### config.mk
export PLATFORM = sky130hd
export DESIGN_NAME = interrupt_controller
export DESIGN_NICKNAME = d
export VERILOG_FILES = /design/src/rtl/interrupt_controller_pkg.sv /design/src/rtl/interrupt_controller_sync.sv /design/src/rtl/interrupt_controller.sv
export SDC_FILE = /design/constraint.sdc
export NUM_CORES = 1
export LEC_CHECK = 0
export CAP_MARGIN = 20
export CORE_MARGIN = 4
export CORE_UTILIZATION = 35
export CTS_CLUSTER_SIZE = 14
export DETAILED_ROUTE_END_ITERATION = 16
export PLACE_DENSITY = 0.68
export SLEW_MARGIN = 20
export SYNTH_ARGS = -nofsm -noshare
export SYNTH_HDL_FRONTEND = slang
export SYNTH_SLANG_ARGS = --single-unit
### constraint.sdc
create_clock -name CLK -period 1.7 [get_ports CLK]
set_clock_uncertainty 0.1 [all_clocks]
set_input_delay 0.17 -clock CLK [delete_from_list [all_inputs] [get_ports CLK]]
set_output_delay 0.17 -clock CLK [all_outputs]
set_load 0.01 [all_outputs]
### src/rtl/interrupt_controller_pkg.sv
// interrupt_controller_pkg
//   Shared constants and types for the interrupt controller.
//   - PC_NEXTX_* : next-address select encodings driven to the program counter.
//   - ic_state_t : return-sequencing FSM state.
package interrupt_controller_pkg;

  localparam int PC_NEXTX_W = 3;

  localparam logic [PC_NEXTX_W-1:0] PC_NEXTX_NEXT  = 3'd0;
  localparam logic [PC_NEXTX_W-1:0] PC_NEXTX_INTV0 = 3'd4;
  localparam logic [PC_NEXTX_W-1:0] PC_NEXTX_INTV1 = 3'd5;
  localparam logic [PC_NEXTX_W-1:0] PC_NEXTX_INTR0 = 3'd6;
  localparam logic [PC_NEXTX_W-1:0] PC_NEXTX_INTR1 = 3'd7;

  typedef enum logic {
    ST_RUN       = 1'b0,
    ST_RET_ARMED = 1'b1
  } ic_state_t;

endpackage

### src/rtl/interrupt_controller_sync.sv
// int_sync
//   Brings one asynchronous request line into the CLK domain and reports
//   a one-cycle pulse when the synchronised level rises.
//   Ports:
//     CLK   in  system clock, rising edge
//     RESET in  asynchronous active-low reset
//     REQ   in  raw asynchronous request level
//     RISE  out one-cycle pulse on a synchronised rising edge
module int_sync #(
  parameter int SYNC_STAGES = 2
) (
  input  logic CLK,
  input  logic RESET,
  input  logic REQ,
  output logic RISE
);

  logic [SYNC_STAGES-1:0] sync_q;
  logic                   edge_q;

  always_ff @(posedge CLK or negedge RESET) begin
    if (!RESET) begin
      sync_q <= '0;
      edge_q <= 1'b0;
    end else begin
      sync_q <= {sync_q[SYNC_STAGES-2:0], REQ};
      edge_q <= sync_q[SYNC_STAGES-1];
    end
  end

  // Combinational so PENDING sets exactly SYNC_STAGES edges after sampling.
  assign RISE = sync_q[SYNC_STAGES-1] & ~edge_q;

endmodule

### src/rtl/interrupt_controller.sv
// interrupt_controller
//   Latches two external interrupt requests, prioritises them (INT0 over
//   INT1) and steers the program counter's next-address select on FETCH:
//   vector entry with return-address capture, or return on RETI.
//   Ports:
//     CLK, RESET             clock, asynchronous active-low reset
//     FETCH, DECODE          instruction phase strobes
//     INT0_REQ, INT1_REQ     raw asynchronous requests (rising edge)
//     INTE_SET/INTE_CLR/RETI decoder controls, sampled with DECODE
//     PC_NEXTX_IN            decoder's next-address select
//     PC_NEXTX               next-address select to the program counter
//     PC_LD_INT0X/1X         return-address capture strobes (FETCH only)
//     INT0_ACK/INT1_ACK      one-cycle pulse the cycle after a take
//     INT_EN, PENDING, IN_SERVICE  status (bit0 = INT0)
//   FSM state is held in fsm_state for observation.
module interrupt_controller
  import interrupt_controller_pkg::*;
#(
  parameter int SYNC_STAGES = 2
) (
  input  logic                  CLK,
  input  logic                  RESET,
  input  logic                  FETCH,
  input  logic                  DECODE,
  input  logic                  INT0_REQ,
  input  logic                  INT1_REQ,
  input  logic                  INTE_SET,
  input  logic                  INTE_CLR,
  input  logic                  RETI,
  input  logic [PC_NEXTX_W-1:0] PC_NEXTX_IN,
  output logic [PC_NEXTX_W-1:0] PC_NEXTX,
  output logic                  PC_LD_INT0X,
  output logic                  PC_LD_INT1X,
  output logic                  INT0_ACK,
  output logic                  INT1_ACK,
  output logic                  INT_EN,
  output logic [1:0]            PENDING,
  output logic [1:0]            IN_SERVICE
);

  ic_state_t  fsm_state, state_d;
  logic [1:0] rise;
  logic [1:0] pend_clr, svc_set, svc_clr, ack_d;
  logic       take0, take1;

  int_sync #(.SYNC_STAGES(SYNC_STAGES)) u_sync0 (
    .CLK(CLK), .RESET(RESET), .REQ(INT0_REQ), .RISE(rise[0])
  );
  int_sync #(.SYNC_STAGES(SYNC_STAGES)) u_sync1 (
    .CLK(CLK), .RESET(RESET), .REQ(INT1_REQ), .RISE(rise[1])
  );

  // INT1 is held off while INT0 is in service, so nesting never exceeds 2.
  assign take0 = INT_EN & PENDING[0] & ~IN_SERVICE[0];
  assign take1 = INT_EN & PENDING[1] & ~IN_SERVICE[0] & ~IN_SERVICE[1] & ~take0;

  always_comb begin
    state_d     = fsm_state;
    PC_NEXTX    = PC_NEXTX_IN;
    PC_LD_INT0X = 1'b0;
    PC_LD_INT1X = 1'b0;
    pend_clr    = 2'b00;
    svc_set     = 2'b00;
    svc_clr     = 2'b00;
    ack_d       = 2'b00;
    unique case (fsm_state)
      ST_RET_ARMED: begin
        // Return to the most recently entered level; a spurious RETI
        // simply passes the decoder's select through.
        if (IN_SERVICE[0])      PC_NEXTX = PC_NEXTX_INTR0;
        else if (IN_SERVICE[1]) PC_NEXTX = PC_NEXTX_INTR1;
        if (FETCH) begin
          state_d = ST_RUN;
          if (IN_SERVICE[0])      svc_clr[0] = 1'b1;
          else if (IN_SERVICE[1]) svc_clr[1] = 1'b1;
        end
      end
      default: begin
        if (take0) begin
          PC_NEXTX = PC_NEXTX_INTV0;
          if (FETCH) begin
            PC_LD_INT0X = 1'b1;
            svc_set[0]  = 1'b1;
            pend_clr[0] = 1'b1;
            ack_d[0]    = 1'b1;
          end
        end else if (take1) begin
          PC_NEXTX = PC_NEXTX_INTV1;
          if (FETCH) begin
            PC_LD_INT1X = 1'b1;
            svc_set[1]  = 1'b1;
            pend_clr[1] = 1'b1;
            ack_d[1]    = 1'b1;
          end
        end
        if (RETI && DECODE) state_d = ST_RET_ARMED;
      end
    endcase
  end

  always_ff @(posedge CLK or negedge RESET) begin
    if (!RESET) begin
      fsm_state  <= ST_RUN;
      INT_EN     <= 1'b0;
      PENDING    <= 2'b00;
      IN_SERVICE <= 2'b00;
      INT0_ACK   <= 1'b0;
      INT1_ACK   <= 1'b0;
    end else begin
      fsm_state  <= state_d;
      // A new edge in the same cycle as the clear keeps the flag set.
      PENDING    <= (PENDING & ~pend_clr) | rise;
      IN_SERVICE <= (IN_SERVICE | svc_set) & ~svc_clr;
      INT0_ACK   <= ack_d[0];
      INT1_ACK   <= ack_d[1];
      if (DECODE) begin
        if (INTE_CLR)      INT_EN <= 1'b0;
        else if (INTE_SET) INT_EN <= 1'b1;
      end
    end
  end

endmodule

==> results list <==
- Clock root buffer: sky130_fd_sc_hd__clkbuf_4
- In this run the critical register-to-register path is captured at PENDING[1].
* Routed WL per cell: about 12 um
- Counting along the longest clock path gives a buffer depth of 2.
- Final hold vios: 0
- Of the post-synthesis cell area, the part taken by muxes is 0%.
- Compound-Gate Fraction of Synth Area: 16.4%
- Summing all flip-flop and latch instances after layout gives around 350 um^2.
- Avg Cell Area, Syn: 12.0 um^2
- The count of nets left with antenna violations once routing finished came out at 0.
- By area, the combinational part of the netlist is dominated by simple AND/OR/NAND/NOR gates.
- Portion of the clock cycle consumed by the worst path in the final layout: between 90% and 100%
- Max_slew headroom: 60.8%
* TritonCTS clock tree: done
* Yosys reg bits: 14
* Worst-Skew Late Latency: about 0.27 ns
- Setup repair after global routing could not meet its margin everywhere.
- Setup crit start kind: register
- Horiz. Die Dim: 48.2 um
- For flop-to-flop paths, the worst setup slack is about 0.24 ns.
* Switch Pwr: just under 0.0003 W
- Post-synthesis adder-cell area fraction: 0%
- Using the TritonRoute via totals, the vias-per-cell ratio works out to around 4.7.
* Number of H-tree levels: 1
- Dividing total power by cell area gives a power density of about 1100 mW/mm^2.
- Worst Path Arrival: around 1.4 ns
- Number of cells traversed by the worst register-to-register path: 6
- Maximum number of pins on one net before global-route repair: 15
* Number of standard-cell rows in the floorplan: 14
* MaxCap Viol Count: 0
- Total number of clock tree sinks: 14
- Ant. Diodes: 0
* Fmax: approximately 600 MHz
- sky130_fd_sc_hd__dfrtp_1 takes more of the synthesized area than any other cell.
* Overall die height: between 40 and 50 um
- The share of synthesized area in the top cell type comes to roughly three fifths.
- Leakage Power: 0.466 nW
- The worst setup path is captured at an output port.
* Area share of and/or/nand/nor cells after synthesis: 19.0%
- Maximum net fanout on the critical path: 2
- Post-synthesis net count: between 50 and 60
- Aggregate global routing overflow: 0
* Violation count after the first detailed-route iteration: 3
- In this run the tool buffered the top-level ports with 23 buffer cells.
* Initial antenna violation count: 0
- In this run the worst hold path is classified as primary input to async pin.
- Post-Synth XOR/XNOR Area: 0%
- After filler insertion, the fill cell instance count of the layout stands at roughly 120.
* Post-placement setup slack: -0.201 ns
* Core box area: 0.00152 mm^2
- The synthesized netlist occupies a cell area of between 500 and 600 um^2.
* Max IR drop VDD: between 0.0007 and 0.0008 V
* Detailed-route wire length: about 1.3 mm
* Critical R2R Launch: PENDING[0]
* Final estimated routing congestion in global placement: 0.687
- Power comes to 0.00104 W.
* Largest cells by area after synthesis: sky130_fd_sc_hd__dfrtp_1, sky130_fd_sc_hd__o21ai_1, sky130_fd_sc_hd__o21a_1
- Relative to the synthesized area, the layout overhead comes to 75.7%.
- Global routing used 11.1% of the available tracks across all layers.
- At the end of the flow the core is filled with cells to between 60% and 70%.
* DRC viols: 0
- The floorplan step defined a die boundary enclosing 0.00232 mm^2.
- The clock network accounts for a little over a fifth of the total power.
- The worst setup path is of the register to output port kind.
- Effective utilization at floorplan: 37.1%
* Sequential cell area fraction in the yosys report: approximately three fifths
- Wire length of the first global-routing pass: 1.78 mm
- After clock tree synthesis, the clock-pin slew on the worst setup and hold paths is ~0.080 ns.
* Pins Over Slew Limit: 0
- Number of optimization iterations in the first detailed-route pass: 2
- Summed over all nets, the half-perimeter wirelength after detailed placement is around 940 um.
- Setup violations remaining at the end of the flow were counted as 0.
- Top Ports: 24
* Multi-input logic area: ~210 um^2
- The routed layout has 516 vias.
* Number of nets in the final layout: between 100 and 150
- Required arrival time at the worst endpoint: around 1.4 ns
- Tmin final: between 1.5 and 2 ns
* Clock buffers created by TritonCTS: 3
- Yosys warnings: 0
* Fraction of final layout cells with drive strength greater than 1: approximately 35%
- Of the total power, registers draw 39.6%.
* Fraction of power spent switching nets: 28.6%
- For this design, the CTS-stage hold fixing added 0 buffers.
- Gate count after technology mapping: 47
- Cell Int Power: between 0.0007 and 0.0008 W
- At the pin with the least slew margin, the transition time is 0.586 ns.
* Vias in the first global route: 426
- Post-synth cell types: 19
- Status: complete, no violations
- Logic gate share of total power: a little under 40%
- Final hold slack: between 0.15 and 0.2 ns
* Post-route worst setup slack: between 0.03 and 0.04 ns
==> power by group through the flow <==
stage	clock, W	combinational [W]	sequential (W)
floorplan	0	0.000108	0.000443
global placement	0	0.000367	0.000421
detailed placement	0	0.000366	0.000426
CTS	0.000234	0.000382	0.000416
global route	0.000248	0.000441	0.000419
finish	0.000227	0.000404	0.000414
==> cells in the final DEF, fill, tap and decap left out, drive strengths merged <==
cell,n
buf,21
clkdlybuf4s50,15
dfrtp,14
clkbuf,6
o21ai,5
inv,4
nor2,3
o21a,3
a21oi,3
nand2b,2
nand3,2
dlygate4sd2,2
dlymetal6s2s,2
nand3b,2
nor2b,1
nor3b,1
a41oi,1
a31oi,1
or2b,1
nor4,1
o22ai,1
o22a,1
nand2,1
==> metrics by stage <==
step / setup TNS (ns) / area, um^2 / instances
after global placement: -0.286 / 898 / 97
after global routing: -0.0507 / 993 / 109
after detailed placement: -0.355 / 898 / 97
after floorplan: 0 / 566 / 47
final: 0 / 993 / 109
after CTS: 0 / 956 / 104
==> worst max-delay path, stage by stage (launching register included) <==
cell	delay, ns
sky130_fd_sc_hd__dfrtp_1	0.39
sky130_fd_sc_hd__buf_6	0.12
sky130_fd_sc_hd__nand3b_4	0.16
sky130_fd_sc_hd__nor4_4	0.28
sky130_fd_sc_hd__buf_2	0.18
==> sequential cells by signal, summed over array words and instances (netlist names) <==
signal          count
INT_EN              1
INT0_ACK            1
u_sync0.sync_q      2
fsm_state           1
u_sync0.edge_q      1
u_sync1.edge_q      1
u_sync1.sync_q      2
INT1_ACK            1
IN_SERVICE          2
PENDING             2
==> synth_stat cells (all sizes together) <==
master	instances
nor3b	1
nand2	1
o22a	1
or2b	1
o21a	3
nand2b	2
nand3b	2
nand3	2
o22ai	1
a21oi	3
nor2	3
dfrtp	14
nor2b	1
a31oi	1
nor4	1
o21ai	5
a41oi	1
inv	4
==> cell families (layout without fill, tap and decap cells) <==
| logic type | Yosys count | count (layout) |
|---|---|---|
| compound gates | 15 | 15 |
| flops | 14 | 14 |
| simple gates | 14 | 14 |
| buf+inv | 4 | 50 |
==> area by class of cell <==
class | instances | share of cell area, %
clock buffers | 4 | 3.65
inverters | 4 | 1.51
multi-input cells | 29 | 21.2
flip-flops and latches | 14 | 35.5
well taps | 16 | 2.02
repair buffers | 42 | 36.1
==> per-layer routing <==
metal / up-vias / track usage, % / wire (um) / share of wire (%)
met5: - / 0 / 0 / 0
met4: 0 / 1.61 / 0 / 0
met3: 0 / 5.17 / 112 / 8.8
met2: 18 / 18.2 / 639 / 50
met1: 237 / 13.8 / 526 / 41
li1: 261 / - / - / -
==> what timing repair did <==
action | in CTS | in global routing
hold endpoints to repair | 0 | 0
endpoints found under the setup margin | 7 | 5
pin swaps | 1 | 1
gates cloned | 0 | 0
buffers inserted | 3 | 5
gates resized for setup | 17 | 6
==> worst max path at each step <==
stage               startpoint          end  slack, ns
detailed placement       FETCH  PC_LD_INT1X      -0.20
finish              PENDING[0]  PC_LD_INT1X       0.03
global route        PENDING[0]  PC_LD_INT1X      -0.04
floorplan           PENDING[0]   PENDING[1]       0.42
global placement         FETCH  PC_LD_INT1X      -0.16
CTS                 PENDING[1]   PENDING[1]      0.004
(Power assumes the default switching activity.)
==> RTL edit 1: new RTL, config.mk and constraints unchanged <==
`SYNC_STAGES` is set to 2 in 2 places; all go to 4.
--- a/src/rtl/interrupt_controller_sync.sv
+++ b/src/rtl/interrupt_controller_sync.sv
@@ -7,7 +7,7 @@
 //     REQ   in  raw asynchronous request level
 //     RISE  out one-cycle pulse on a synchronised rising edge
 module int_sync #(
-  parameter int SYNC_STAGES = 2
+  parameter int SYNC_STAGES = 4
 ) (
   input  logic CLK,
   input  logic RESET,
--- a/src/rtl/interrupt_controller.sv
+++ b/src/rtl/interrupt_controller.sv
@@ -16,7 +16,7 @@
 module interrupt_controller
   import interrupt_controller_pkg::*;
 #(
-  parameter int SYNC_STAGES = 2
+  parameter int SYNC_STAGES = 4
 ) (
   input  logic                  CLK,
   input  logic                  RESET,
Formal check against the unedited RTL: not equivalent (a bounded check fails within 4 cycles, from zero or initial values and one cycle with RESET low).
==> RTL edit 1 against the unedited design <==
- sequential cell count rose by 4
- final area rose by 9.9%
- total power rose by 10%
- critical endpoint is now INT_EN
- synthesized cell count rose by 8.5%
- area after synthesis rose by 18%
- routed wire length rose by 11%
- worst setup slack improved by 0.044 ns
- combinational power fell by 3%
- largest cell class is now registers
==> RTL edit 1: results (changes against the unedited design) <==
Total track usage -> 11.1% (about the same)
Average wire per standard cell -> 11.7 µm (about the same)
Post-Route M1 WL -> 620 µm (was 526 µm)
Iteration-0 DRC count of the detailed router -> 6 (was 3)
Vias in the first global route -> 569 (was 426)
Fraction of layout cells with a size suffix above 1 -> 35.4% (was 35.5%)
Grt met1 use -> 13.0% (was 13.8%)
Max Used Layer -> met4 (was met3)
Sequential area share after synthesis -> 67.7% (was 61.9%)
Lkg Pwr -> 0.500 nW (was 0.466 nW)
Largest net degree at the start of global routing -> 19 (was 15)
Least-Margin Pin Slew -> 0.214 ns (was 0.586 ns)
P_comb -> 0.392 mW (was 0.404 mW)
Placed cell areas -> 1020 µm² (was 898 µm²)
GR Util met3 -> 2.58% (was 5.17%)
First-pass GRT wire length -> 2260 µm (was 1780 µm)
Sw Share -> 26.8% (was 28.6%)
Top cells by area, synth -> dfrtp_1, o21ai_1, o21a_1 (unchanged)
Dpl ws -> -0.116 ns (was -0.201 ns)
WL met3 -> 114 µm (was 112 µm)
Synthesized Nets -> 63 (was 59)
CP max stage delay -> 0.53 ns (was 0.39 ns)
Routability cong. -> 0.756 (was 0.687)
Post-DP HPWL -> 1040 µm (was 944 µm)
Post-synth top cells -> dfrtp_1, o21ai_1, inv_1 (unchanged)
Total vias in the final route -> 554 (was 516)
Outcome -> finished clean (unchanged)
Crit path DAT -> 1.35 ns (was 1.40 ns)
==> RTL edit 1: changes by cell type after synthesis <==
| cell | change |
|---|---|
| dfrtp_1 | +4 |
==> RTL edit 1: path summary, 6_finish.rpt <==
path / start / to / slack [ns] / cells past startpoint
max in group asynchronous: RESET / IN_SERVICE[1]$_DFF_PN0_ / 1.19 / 2
min in group CLK: INT0_REQ / u_sync0.sync_q[0]$_DFF_PN0_ / 0.22 / 1
setup / recovery: INT_EN$_DFFE_PN0P_ / INT_EN / 0.08 / 2
setup reg to reg: IN_SERVICE[0]$_DFF_PN0_ / PENDING[1]$_DFF_PN0_ / 0.41 / 5
hold reg to reg: u_sync1.sync_q[1]$_DFF_PN0_ / u_sync1.sync_q[2]$_DFF_PN0_ / 0.26 / 0
hold / removal: RESET / INT0_ACK$_DFF_PN0_ / 0.11 / 2
==> RTL edit 1: cell type report <==
cell class              instances  area [µm²]
fillers                       165         672
flip-flops and latches         18         454
repair buffers                 41         343
multi-input cells              29         213
clock buffers                   4        36.3
well taps                      25        31.3
inverters                       4        15.0
==> RTL edit 1: timing repair <==
| item | in CTS | in global routing |
|---|---|---|
| endpoints found under the setup margin | 7 | 7 |
| setup buffers | 5 | 1 |
| hold endpoints to repair | 0 | 0 |
| pin swaps | 0 | 1 |
| gates resized for setup | 16 | 8 |
==> RTL edit 1: kinds of logic after synthesis <==
group | after synthesis | share of synthesized area [%]
buffers and inverters | 4 | 2.25
DFF | 18 | 67.7
and+or+nand+nor | 14 | 16.2
AOI/OAI and AO/OA | 15 | 13.9
==> RTL edit 1: stage by stage <==
step / power (mW) / cells
after floorplan: 0.654 / 51
after global placement: 0.866 / 111
after detailed placement: 0.872 / 111
after CTS: 1.16 / 120
after global routing: 1.23 / 121
final: 1.15 / 121
==> RTL edit 2: new RTL, same flow settings <==
Without the edit above. Reset style: synchronous (`RESET`), changed in 2 clocked blocks. Comments in the files are not updated.
--- a/src/rtl/interrupt_controller_sync.sv
+++ b/src/rtl/interrupt_controller_sync.sv
@@ -18,7 +18,7 @@
   logic [SYNC_STAGES-1:0] sync_q;
   logic                   edge_q;
 
-  always_ff @(posedge CLK or negedge RESET) begin
+  always_ff @(posedge CLK) begin
     if (!RESET) begin
       sync_q <= '0;
       edge_q <= 1'b0;
--- a/src/rtl/interrupt_controller.sv
+++ b/src/rtl/interrupt_controller.sv
@@ -98,7 +98,7 @@
     endcase
   end
 
-  always_ff @(posedge CLK or negedge RESET) begin
+  always_ff @(posedge CLK) begin
     if (!RESET) begin
       fsm_state  <= ST_RUN;
       INT_EN     <= 1'b0;
Formal check against the unedited RTL: differs if RESET is asserted again (counterexample within 4 cycles, from zero or initial values and one cycle with RESET low); with RESET held inactive, the same outputs for 10 cycles.
==> RTL edit 2 against the unedited design <==
- the run now ends with setup timing left
- worst setup slack lost 0.11 ns
- first-iteration DRC count is the same
- via count rose by 6.6%
- sequential cell count did not move
- area after synthesis decreased by 1.5%
- final area is 5.4% lower
- routed wire length down 1.0%
Power is not compared: it rests on default switching activity, and its combinational part moved more than twofold at a synthesized area within 25%.
==> RTL edit 2: results (changes against the unedited design) <==
Violated checks -> setup timing
Layout clock area frac -> 3.86% (was 3.65%)
Average wire per standard cell -> 11.0 µm (was 11.7 µm)
Total vias in the final route -> 550 (was 516)
Multi-input gates -> 40 (was 29)
Top cells by area, synth -> dfxtp_1, and2_1, nand2_1 (was dfrtp_1, o21ai_1, o21a_1)
Max Used Layer -> met4 (was met3)
Final WS setup -> -0.0810 ns (was 0.0311 ns)
Routed wl met2 -> 578 µm (was 639 µm)
WL met3 -> 158 µm (was 112 µm)
Final setup vio count -> 3 (was 0)
Synth cell types -> 22 (was 19)
Outcome -> finished with violations (was finished clean)
Inst Count DP -> 110 (was 97)
Synthesized Nets -> 72 (was 59)
Slew HR -> 73.6% (was 60.8%)
Post-synth ARST share -> 0% (was 100%)
First-pass GRT wire length -> 2080 µm (was 1780 µm)
Dpl ws -> -0.256 ns (was -0.201 ns)
Synth Area in Compound Gates -> 13.5% (was 16.4%)
Routed wire length -> 1270 µm (was 1280 µm)
Top_reg_cell synth -> dfxtp_1 (was dfrtp_1)
Worst path slowest cell -> or3b_4 (was dfrtp_1)
CP max FO -> 3 (was 2)
Post-route cell area -> 940 µm² (was 993 µm²)
Post-DP HPWL -> 961 µm (was 944 µm)
RTL edit 2: per-layer routing:
layer,vias to the layer above,global-route usage (%)
li1,280,-
met1,244,16.1
met2,24,20.8
met3,2,3.76
met4,0,8.06
met5,-,0
RTL edit 2: final timing paths:
path	from	to	slack [ns]	depth (start not counted)
setup reg to reg	IN_SERVICE[0]$_SDFF_PN0_	PENDING[0]$_SDFF_PN0_	0.32	6
hold reg to reg	u_sync1.edge_q$_SDFF_PN0_	PENDING[1]$_SDFF_PN0_	0.33	1
hold / removal	u_sync1.edge_q$_SDFF_PN0_	PENDING[1]$_SDFF_PN0_	0.33	1
setup / recovery	IN_SERVICE[0]$_SDFF_PN0_	PC_NEXTX[0]	-0.08	4
RTL edit 2: power by group:
part	total, mW	switching, mW	internal, mW
logic	0.107	0.0417	0.0657
clock network	0.232	0.102	0.130
registers	0.345	0.00507	0.340
